===== src/rtl/tl45_wb_arbiter.sv =====
// Two-master to one-slave pipelined Wishbone arbiter with a cyc-locked grant and a bus watchdog.
// Optional macro TL45_ARB_ROUND_ROBIN_EN replaces the fixed m1-over-m0 tie-break with last-grant round robin.
module tl45_wb_arbiter #(
  parameter int AW      = 30,
  parameter int DW      = 32,
  parameter int TIMEOUT = 1023,
  parameter int OUTW    = 5
) (
  input  logic            i_clk,
  input  logic            i_reset_n,
  input  logic            i_m0_cyc,
  input  logic            i_m0_stb,
  input  logic            i_m0_we,
  input  logic [AW-1:0]   i_m0_addr,
  input  logic [DW-1:0]   i_m0_data,
  input  logic [DW/8-1:0] i_m0_sel,
  output logic            o_m0_ack,
  output logic            o_m0_stall,
  output logic            o_m0_err,
  output logic [DW-1:0]   o_m0_data,
  input  logic            i_m1_cyc,
  input  logic            i_m1_stb,
  input  logic            i_m1_we,
  input  logic [AW-1:0]   i_m1_addr,
  input  logic [DW-1:0]   i_m1_data,
  input  logic [DW/8-1:0] i_m1_sel,
  output logic            o_m1_ack,
  output logic            o_m1_stall,
  output logic            o_m1_err,
  output logic [DW-1:0]   o_m1_data,
  output logic            o_wb_cyc,
  output logic            o_wb_stb,
  output logic            o_wb_we,
  output logic [AW-1:0]   o_wb_addr,
  output logic [DW-1:0]   o_wb_data,
  output logic [DW/8-1:0] o_wb_sel,
  input  logic            i_wb_ack,
  input  logic            i_wb_stall,
  input  logic            i_wb_err,
  input  logic [DW-1:0]   i_wb_data,
  output logic [1:0]      o_owner,
  output logic            o_timeout
);

  localparam int TW = $clog2(TIMEOUT + 1);

  typedef enum logic [1:0] {IDLE, OWN0, OWN1, ABORT} state_t;

  state_t          r_state, w_next;
  logic            r_abortM1;
  logic [OUTW-1:0] r_outstanding, w_outstanding;
  logic [TW-1:0]   r_wdog, w_wdog;
  logic            w_own, w_sel1, w_ownCyc, w_ownStb, w_rsp, w_fire, w_accept, w_tieM1;

`ifdef TL45_ARB_ROUND_ROBIN_EN
  logic r_lastM1;

  assign w_tieM1 = !r_lastM1;

  always_ff @(posedge i_clk or negedge i_reset_n) begin
    if (!i_reset_n)                                 r_lastM1 <= 1'b1;
    else if (w_next != r_state && w_next == OWN0)   r_lastM1 <= 1'b0;
    else if (w_next != r_state && w_next == OWN1)   r_lastM1 <= 1'b1;
  end
`else
  assign w_tieM1 = 1'b1;
`endif

  assign w_own    = (r_state == OWN0) || (r_state == OWN1);
  assign w_sel1   = (r_state == OWN1);
  assign w_ownCyc = w_sel1 ? i_m1_cyc : i_m0_cyc;
  assign w_ownStb = w_sel1 ? i_m1_stb : i_m0_stb;
  assign w_rsp    = i_wb_ack | i_wb_err;
  // Fires in the cycle the watchdog would count its TIMEOUT-th silent cycle.
  assign w_fire   = w_own && (r_outstanding != '0) && !w_rsp && (r_wdog == TW'(TIMEOUT - 1));

  assign o_wb_cyc  = w_own & w_ownCyc & !w_fire;
  assign o_wb_stb  = o_wb_cyc & w_ownStb;
  assign o_wb_we   = w_sel1 ? i_m1_we   : i_m0_we;
  assign o_wb_addr = w_sel1 ? i_m1_addr : i_m0_addr;
  assign o_wb_data = w_sel1 ? i_m1_data : i_m0_data;
  assign o_wb_sel  = w_sel1 ? i_m1_sel  : i_m0_sel;
  assign w_accept  = o_wb_stb & !i_wb_stall;

  assign o_m0_stall = (r_state != OWN0) | i_wb_stall | w_fire;
  assign o_m0_ack   = (r_state == OWN0) & i_wb_ack;
  assign o_m0_err   = (r_state == OWN0) & (i_wb_err | w_fire);
  assign o_m1_stall = (r_state != OWN1) | i_wb_stall | w_fire;
  assign o_m1_ack   = (r_state == OWN1) & i_wb_ack;
  assign o_m1_err   = (r_state == OWN1) & (i_wb_err | w_fire);
  assign o_m0_data  = i_wb_data;
  assign o_m1_data  = i_wb_data;
  assign o_owner    = {r_state == OWN1, r_state == OWN0};
  assign o_timeout  = w_fire;

  always_comb begin
    w_next = r_state;
    case (r_state)
      IDLE: begin
        if (i_m1_cyc && (w_tieM1 || !i_m0_cyc)) w_next = OWN1;
        else if (i_m0_cyc)                      w_next = OWN0;
      end
      OWN0: begin
        if (w_fire)         w_next = ABORT;
        else if (!i_m0_cyc) w_next = i_m1_cyc ? OWN1 : IDLE;
      end
      OWN1: begin
        if (w_fire)         w_next = ABORT;
        else if (!i_m1_cyc) w_next = i_m0_cyc ? OWN0 : IDLE;
      end
      ABORT: begin
        if (!(r_abortM1 ? i_m1_cyc : i_m0_cyc)) w_next = IDLE;
      end
      default: w_next = IDLE;
    endcase
  end

  // Stray acks at a zero count pass to the owner but never underflow the counter.
  always_comb begin
    w_outstanding = r_outstanding;
    w_wdog        = '0;
    if (w_next != r_state) begin
      w_outstanding = '0;
    end else if (w_own) begin
      if (w_accept && !w_rsp) begin
        if (r_outstanding != '1) w_outstanding = r_outstanding + 1'b1;
      end else if (!w_accept && w_rsp && r_outstanding != '0) begin
        w_outstanding = r_outstanding - 1'b1;
      end
      if (!w_rsp) w_wdog = (r_outstanding != '0) ? r_wdog + 1'b1 : r_wdog;
    end
  end

  always_ff @(posedge i_clk or negedge i_reset_n) begin
    if (!i_reset_n) begin
      r_state       <= IDLE;
      r_abortM1     <= 1'b0;
      r_outstanding <= '0;
      r_wdog        <= '0;
    end else begin
      r_state       <= w_next;
      r_outstanding <= w_outstanding;
      r_wdog        <= w_wdog;
      if (w_fire) r_abortM1 <= w_sel1;
    end
  end

endmodule


===== config.mk =====
export PLATFORM = sky130hd
export DESIGN_NAME = tl45_wb_arbiter
export DESIGN_NICKNAME = d
export VERILOG_FILES = /design/src/rtl/tl45_wb_arbiter.sv
export SDC_FILE = /design/constraint.sdc
export NUM_CORES = 1
export LEC_CHECK = 0
export BUFFER_PORTS_ARGS = -buffer_cell sky130_fd_sc_hd__buf_4
export CAP_MARGIN = 30
export CORE_AREA = 10 10 115 117
export CTS_CLUSTER_DIAMETER = 200
export DETAILED_ROUTE_END_ITERATION = 10
export DIE_AREA = 0 0 125 127
export SLEW_MARGIN = 20
export SYNTH_ARGS = -nofsm -noshare
export SYNTH_HDL_FRONTEND = slang
export SYNTH_SLANG_ARGS = --single-unit

===== constraint.sdc =====
create_clock -name i_clk -period 3.7 [get_ports i_clk]
set_input_delay 0.37 -clock i_clk [delete_from_list [all_inputs] [get_ports i_clk]]
set_output_delay 0.37 -clock i_clk [all_outputs]
set_load 0.005 [all_outputs]

# Word level (Yosys, flattened, before mapping)
# Cells that the tools add are included.
# totals
regBits,18
latch_bits,0
mem_bits_rw,0
rom_bits,0
output_inout_bits,142
wordCells,73
n_memories,0
# op_classes
n_addsub,3
multipliers,0
div_mod_pow,0
magnitude_cmp,0
n_eq_ne,10
n_shift,0
mux,26
bitwise,14
reduce_logical,16
# op_table
op,n
$mux 10,4
$mux 32,1
$mux 30,1
$mux 5,5
$mux 2,8
$add 10x1->10 const B,1
$eq 10x10->1 const B,1
$and 1x1->1,8
$pmux 2 s4,1
$logic_and 1x1->1,6
$or 1x1->1,6
$add 5x1->5 const B,1
$mux 1,5
$ne 5x5->1 const B,1
$reduce_bool 5->1,1
$sub 5x1->5 const B,1
$eq 2x2->1 const B,2
$logic_not 1->1,4
$mux 4,1
$ne 4x1->1 const B,1
$ne 3x2->1 const B,1
$reduce_and 3->1,1
$reduce_bool 3->1,1
$eq 2x1->1 const B,1
other kinds (6),6

# Depth between registers and ports, before layout
# Gate-level depths: netlist (run 1).
# depth
word_depth,16
ltp_mapped,13
mapped_depth_nobuf,12

# Worst setup path after synthesis (run 1)
# No wires, ideal clock.
# synth_timing
path_type,register -> register
start,register r_state[0]
end,register r_outstanding[4]
setup_time_ns,0.123
arrival_ns,3.326
t_required_ns,3.577
slack_ns,0.251
stages_incl_launch_ff,14
n_path_buf,1
period_less_slack_ns,3.449
path_cell_list,dfrtp_1 > inv_1 > ha_1 > or3b_1 > or4_1 > clkbuf_2 > o21ai_1 > or3_1 > ha_1 > a21o_1 > a21o_1 > nor3b_1 > o21a_1 > nor3_1
# synth_via
elab_chain_cells,14
# synth_rtl
item,line,text
start: declaration,49,"state_t r_state, w_next;"
start signal: assignment,141,r_state <= w_next;
$eq 2x1->1 / $eq 2x2->1 (equally long branches),"69, 98, 70",
$logic_or 1x1->1,69,assign w_own = (r_state == OWN0) || (r_state == OWN1);
$logic_and 1x1->1 (3 in a row),75,assign w_fire = w_own && (r_outstanding != '0) && !w_rsp && (r_wdog == TW'(TIMEOUT - 1));
$logic_not 1->1,77,assign o_wb_cyc = w_own & w_ownCyc & !w_fire;
$and 1x1->1,77,
$and 1x1->1,78,assign o_wb_stb = o_wb_cyc & w_ownStb;
$and 1x1->1,83,assign w_accept = o_wb_stb & !i_wb_stall;
$logic_not 1->1,127,end else if (!w_accept && w_rsp && r_outstanding != '0) begin
$logic_and 1x1->1 (2 in a row),127,
$reduce_bool 3->1 (no line),--,
$reduce_and 3->1 (no line),--,
end signal: assignment,142,r_outstanding <= w_outstanding;
end: declaration,51,"logic [OUTW-1:0] r_outstanding, w_outstanding;"
# Several ways; a longest one is shown, not always the timed one. The select of a mux whose other input is x is not followed.
# A chain may end at the register's enable or synchronous reset.

# Worst setup path in the final report (run 1)
# layout_timing
start,register r_state[0]
end,output port o_wb_stb
# layout_via
elab_chain_cells,8
# layout_rtl
item,line,text
$eq 2x1->1 / $eq 2x2->1 (equally long branches),"69, 70",
$logic_or 1x1->1,69,
$logic_and 1x1->1 (3 in a row),75,
$logic_not 1->1,77,
$and 1x1->1,77,
$and 1x1->1 (*),78,
end: declaration,32,"output logic o_wb_stb,"
# Mark *: on every way between the ends. The rest lies on a longest branch, timed or not.

==> results of run 1 <==
-- registers in the layout, indices dropped and copies added, names as in the netlist --
name / cells
r_wdog: 10
r_outstanding: 5
r_abortM1: 1
r_state: 2
-- Yosys cell counts, types with 2 or more instances --
cell	instances	area share [%]
a21o_1	2	0.55
a21oi_1	5	0.92
and2_1	2	0.46
buf_1	4	0.55
buf_4	65	18
clkbuf_1	8	1.1
dfrtp_1	18	17
ha_1	10	4.6
inv_1	5	0.69
mux2_2	68	28
mux2i_1	6	2.2
nand2_1	15	2.1
nand3_1	2	0.37
nand3b_1	2	0.55
nand4_1	4	0.92
nor2_1	13	1.8
nor2b_1	4	0.92
nor3_1	6	1.1
nor3_2	6	2.2
nor3b_1	3	0.83
nor4_1	2	0.46
o211ai_1	3	0.83
o21a_1	3	0.83
o21ai_0	5	0.92
o21ai_1	2	0.37
o22ai_1	3	0.69
or2_2	2	0.46
xnor2_1	4	1.3
xor2_1	8	2.6
-- power groups by stage --
| stage | Sequential (mW) | Clock (mW) | Combinational (mW) |
|---|---|---|---|
| finish | 0.268 | 0.241 | 1.85 |
| global route | 0.274 | 0.260 | 2.03 |
| CTS | 0.265 | 0.247 | 1.89 |
| detailed placement | 0.268 | 0 | 1.88 |
| global placement | 0.266 | 0 | 1.87 |
| floorplan | 0.257 | 0 | 1.08 |
-- worst paths after layout --
path / endpoint / cells past startpoint
setup / recovery: o_wb_stb / 9
hold / removal: r_state[0] / 3
setup reg to reg: r_outstanding[4] / 12
hold reg to reg: r_abortM1 / 1
max in group asynchronous: r_state[1] / 2
min in group asynchronous: r_wdog[0] / 2
-- kinds of logic (layout without fill, tap and decap cells) --
logic type                 Yosys count  count (layout)
buffers and inverters               84             236
muxes                               74              74
and+or+nand+nor                     67              67
AOI/OAI and AO/OA                   33              33
DFF                                 18              18
xor gates and xnor gates            12              12
adders and majority gates           11              11
-- layout make-up --
class                   instances  area share [%]
multi-input cells             197           41.37
repair buffers                227           40.92
flip-flops and latches         18           10.83
well taps                     143           4.290
clock buffers                   4           2.130
inverters                       5          0.4500
-- critical path, delay by kind of cell, from the launching register on --
family	cells	cell delay, ps
simple gates	5	1490
buf+inv	3	460
flops	1	430
fa+ha+maj	1	400
-- timing repair --
action                                  in CTS  in global routing
hold buffers                                 1                  0
endpoints found under the hold margin       18                  0
resized for setup                            0                  3
endpoints found under the setup margin       0                  1
-- routing by layer --
layer,vias up,GRT usage (%)
li1,1291,-
met1,1259,17.97
met4,0,1.084
met5,-,0
met3,8,11.91
met2,198,26.20
-- metrics by stage --
stage / setup WS [ps] / cell area, um2 / instances
2_1_floorplan: 250.5 / 2721 / 299
3_3_place_gp: 356.2 / 4060 / 589
3_5_place_dp: 240.9 / 4060 / 589
4_1_cts: 204.3 / 4159 / 594
5_1_grt: 74.88 / 4170 / 594
6_report: 299.8 / 4170 / 594
==> flow_summary.json, run 1 <==
{
  "outcome": "finished, final reports clean",
  "arrival_ps": 3030,
  "clockBufferDepth": 2,
  "htreeDepth": 1,
  "worst-path-max-fanout": 6,
  "ys.flop_type": "dfrtp_1",
  "die_h_um": 127,
  "wl_met2_mm": 6.569,
  "gp_congestion": 0.8598,
  "grt_antenna_before_repair": 0,
  "pwr-share-clk_pct": 10.2,
  "synth.avg_cell_area_um2": 9.102,
  "dieWidth_um": 125,
  "max_freq_mhz": 294.1,
  "synth_top_family_by_area": "multiplexers",
  "reg2reg_from": "r_state[0]",
  "cellPowerDensity_nw_per_um2": 566.6,
  "p_sw_share_pct": 42.49,
  "viasPerCell": 4.640,
  "grt_max_degree": 45,
  "finalSetupTns_ps": 0,
  "synth_xor_xnor_area_share_pct": 3.862,
  "r2r_setup_slack_ps": 330,
  "yosys-mux-area-fraction_pct": 30.34,
  "worstHoldStart": "i_m0_cyc",
  "synth_cells": 299,
  "fin_skew_ps": 1.968,
  "p_leak_nw": 1.986,
  "power_mw": 2.363,
  "io-pin-count": 317,
  "synth-seq-cells": 18,
  "cp_data_required_time_ps": 3330,
  "worstSkewPairLatency_ps": 250,
  "crit_start": "r_state[0]",
  "grt_overflow": 0,
  "synth_area_um2": 2721,
  "core_area_um2": 11130,
  "maxSlewViolCount": 0,
  "tightestPinTransition_ps": 522.2,
  "grt_pass1_vias": 2954,
  "fin_util_pct": 37.48,
  "cp_cell_sequence": "inv_1, ha_1, or3b_1, or4_1, buf_4, nor2_1, nor3b_1, nor2b_1, buf_4",
  "cp-end-kind": "output pin",
  "synth-simple-area-share_pct": 13.84,
  "first_iter_violations": 103,
  "syn_nets": 485,
  "synth_compound_gate_area_share_pct": 9.195,
  "fin_hold_ws_ps": 485.4,
  "slowest_delay_ps": 500,
  "yosysWarnings": 0,
  "synth_cell_types": 48,
  "cts_tree": "done",
  "maxCapViolCount": 0,
  "wl_per_cell_um": 24.07,
  "vias": 2756,
  "cts_buffers": 3,
  "grt_pass1_wl_mm": 20.01,
  "start_kind": "flop",
  "intPower_mw": 1.359,
  "port_buffers": 220,
  "drtAntennaViolNets": 0,
  "routedLengthMet1_mm": 5.230,
  "synth-edff-count": 0,
  "grt_util_all_layers_pct": 16.35,
  "dieArea_um2": 15880,
  "period_share_pct": 91.90,
  "rsz0062_at_grt": "no",
  "dr_wl_met3_mm": 2.441,
  "num-fill-cells": 1111,
  "hold_violations": 0,
  "dr.max_layer_used": "met4",
  "cts_sinks": 18,
  "dp_hpwl_mm": 12.64,
  "dr.pass1.iters": 4,
  "pwr-share-comb_pct": 78.5,
  "diodes": 0,
  "layout_common_cells": "buf_4 (226), mux2_2 (68), dfrtp_1 (17)",
  "critPathKind": "flop to output pin",
  "p_switching_mw": 1.004,
  "clock-root-buffer": "clkbuf_16",
  "worstHoldPathType": "input port to flop",
  "final.min_clock_period_ps": 3400,
  "p_seq_share_pct": 11.3,
  "regArea_um2": 451.7,
  "slew_headroom_pct": 64.19,
  "initial_core_util_pct": 24.46,
  "multi_input_area_um2": 1725,
  "cpMaxStageDelayCell": "or4_1",
  "final_common_cell": "buf_4",
  "nets": 638,
  "synth-adder-area-share_pct": 5.333,
  "area_growth_pct": 53.24,
  "vdd_drop_max_uv": 286.9,
  "rows": 39,
  "crit_top_cell": "buf_4",
  "setup_viol": 0,
  "cts_setup_buffers": 0,
  "totalWireLength_mm": 14.30,
  "drive_above_1_share_pct": 70.07,
  "async_flop_share_pct": 100.0,
  "yosysSeqAreaShare_pct": 16.55,
  "drc": 0,
  "clk_pin_slew_ps": 50
}
Power figures use the tool's default switching activity.
==> inputs of run 2 (changes only) <==
--- a/config.mk
+++ b/config.mk
@@ -7,10 +7,11 @@
 export LEC_CHECK = 0
 export BUFFER_PORTS_ARGS = -buffer_cell sky130_fd_sc_hd__buf_4
 export CAP_MARGIN = 30
-export CORE_AREA = 10 10 115 117
+export CORE_AREA = 10 10 114 116
+export CTS_BUF_LIST = sky130_fd_sc_hd__clkbuf_8
 export CTS_CLUSTER_DIAMETER = 200
 export DETAILED_ROUTE_END_ITERATION = 10
-export DIE_AREA = 0 0 125 127
+export DIE_AREA = 0 0 124 126
 export SLEW_MARGIN = 20
 export SYNTH_ARGS = -nofsm -noshare
 export SYNTH_HDL_FRONTEND = slang
==> flow_summary.json, run 2 (synthesis results as in run 1) <==
{
  "finalNonFillerCells": 590,
  "vdd_drop_max_uv": 245.5,
  "worstSkewPairLatency_ps": 250,
  "p_sw_share_pct": 43.24,
  "die_h_um": 126,
  "reg_top3": "r_wdog (10), r_outstanding (5), r_state (2)",
  "p_switching_mw": 0.9810,
  "path_delay_family": "simple AND/OR/NAND/NOR gates",
  "worstHoldPathType": "input port to flop",
  "final_common_cell": "buf_4",
  "drc": 0,
  "grt_max_degree": 72,
  "final.min_clock_period_ps": 3452,
  "dieArea_um2": 15620,
  "nets": 637,
  "fin_hold_ws_ps": 488.2,
  "cellPowerDensity_nw_per_um2": 550.6,
  "gp_congestion": 0.8806,
  "cts_sinks": 18,
  "outcome": "finished, final reports clean",
  "vias": 2700,
  "intPower_mw": 1.288,
  "wl_per_cell_um": 23.15,
  "multi_input_area_um2": 1720,
  "core_area_um2": 10700,
  "port_buffers": 220,
  "rows": 38,
  "finalSetupTns_ps": 0,
  "num-fill-cells": 1065,
  "diodes": 0,
  "cts_tree": "done",
  "viasPerCell": 4.576,
  "pwr-share-comb_pct": 81.0,
  "regArea_um2": 451.7,
  "layout_common_cells": "buf_4 (225), mux2_2 (68), dfrtp_1 (17)",
  "cp_cell_sequence": "inv_1, ha_1, or3b_1, or4_1, buf_4, nor2_1, nor3b_1, nor2b_1, buf_4",
  "cp-end-kind": "output pin",
  "maxSlewViolCount": 0,
  "htreeDepth": 1,
  "clockBufferDepth": 2,
  "dp_hpwl_mm": 12.01,
  "rsz0062_at_grt": "no",
  "largest_reg_flops": 10,
  "arrival_ps": 3080,
  "max_freq_mhz": 289.7,
  "hold_violations": 0,
  "fin_skew_ps": 2.772,
  "cpMaxStageDelayCell": "or4_1",
  "place_inst": 585,
  "period_share_pct": 93.29,
  "cts_setup_buffers": 0,
  "dieWidth_um": 124,
  "start_kind": "flop",
  "cp_data_required_time_ps": 3330,
  "largest_register": "r_wdog",
  "p_seq_share_pct": 11.8,
  "area_growth_pct": 51.40,
  "critPathKind": "flop to output pin",
  "worst-path-max-fanout": 6,
  "io-pin-count": 317,
  "maxCapViolCount": 0,
  "critPathBufInv": 3,
  "p_leak_nw": 1.964,
  "setup_viol": 0,
  "slew_headroom_pct": 40.47,
  "clk_pin_slew_ps": 70,
  "initial_core_util_pct": 25.44,
  "drtAntennaViolNets": 0,
  "grt_util_all_layers_pct": 15.82,
  "cts_buffers": 3,
  "grt_pass1_vias": 2866,
  "totalWireLength_mm": 13.66,
  "grt_overflow": 0,
  "pwr-share-clk_pct": 7.2,
  "tightestPinTransition_ps": 893.0,
  "slowest_delay_ps": 510,
  "dr.pass1.iters": 4,
  "grt_pass1_wl_mm": 18.67,
  "drive_above_1_share_pct": 69.78,
  "clock-root-buffer": "clkbuf_8",
  "crit_top_cell": "buf_4",
  "first_iter_violations": 131,
  "grt_antenna_before_repair": 0
}
[run 2: cell count changes in the layout (fill, tap and decap cells not counted), sizes merged]
| cell | before | now |
|---|---|---|
| buf | 226 | 225 |
[run 2: worst paths after layout]
path | startpoint | to | slack [ps] | depth (start not counted)
max | r_state[0] | o_wb_stb | 250 | 9
min | i_m0_cyc | r_state[0] | 490 | 3
max reg2reg | r_state[0] | r_outstanding[4] | 300 | 12
min reg2reg | r_abortM1 | r_abortM1 | 560 | 1
max in group asynchronous | i_reset_n | r_state[1] | 2960 | 2
min in group asynchronous | i_reset_n | r_wdog[0] | 520 | 2
[run 2: power by group through the flow]
stage	registers [mW]	clock network, mW	logic, mW
global route	0.272	0.179	1.99
detailed placement	0.270	0	1.87
CTS	0.266	0.167	1.88
global placement	0.266	0	1.86
floorplan	0.257	0	1.08
finish	0.268	0.164	1.84
[run 2: final cells by class]
cell class / instances / share of cell area [%]
multi-input cells: 197 / 41.76
repair buffers: 226 / 41.24
flip-flops and latches: 18 / 10.96
well taps: 140 / 4.251
clock buffers: 4 / 1.336
inverters: 5 / 0.4555
[run 2: routing by layer]
metal  vias up  global-route usage [%]  wire [um]  share of wire (%)
li1       1291                       -          -                  -
met1      1257                   19.07       5524                 40
met2       132                   26.01       6438                 47
met3        20                   7.015       1574                 12
met4         0                   1.897        122               0.89
met5         -                       0          0                  0
[run 2: timing repair]
action,4_1_cts,5_1_grt
gates resized for setup,0,2
hold buffers,1,0
endpoints found under the setup margin,0,1
endpoints found under the hold margin,18,0
[run 2: worst reg2reg max path: stages (launching register included)]
cell and delay (ps):
dfrtp_1 440, inv_1 160, ha_1 390, or3b_1 370, or4_1 510, o21ai_1 180
or3_4 180, ha_1 240, a21o_1 160, a21o_1 180, nor3b_1 240, nor3_1 80
nor3_1 170
[run 2: per-stage QoR]
stage                     util (%)  total power, mW  setup WS [ps]  cell area (um2)
after floorplan                  -            1.339          250.5             2721
after global placement       37.85            2.122          320.0             4049
after detailed placement     37.85            2.137          237.0             4049
after CTS                    38.46            2.310          210.6             4114
after global routing         38.51            2.446          39.76             4120
final                        38.51            2.269          248.2             4120
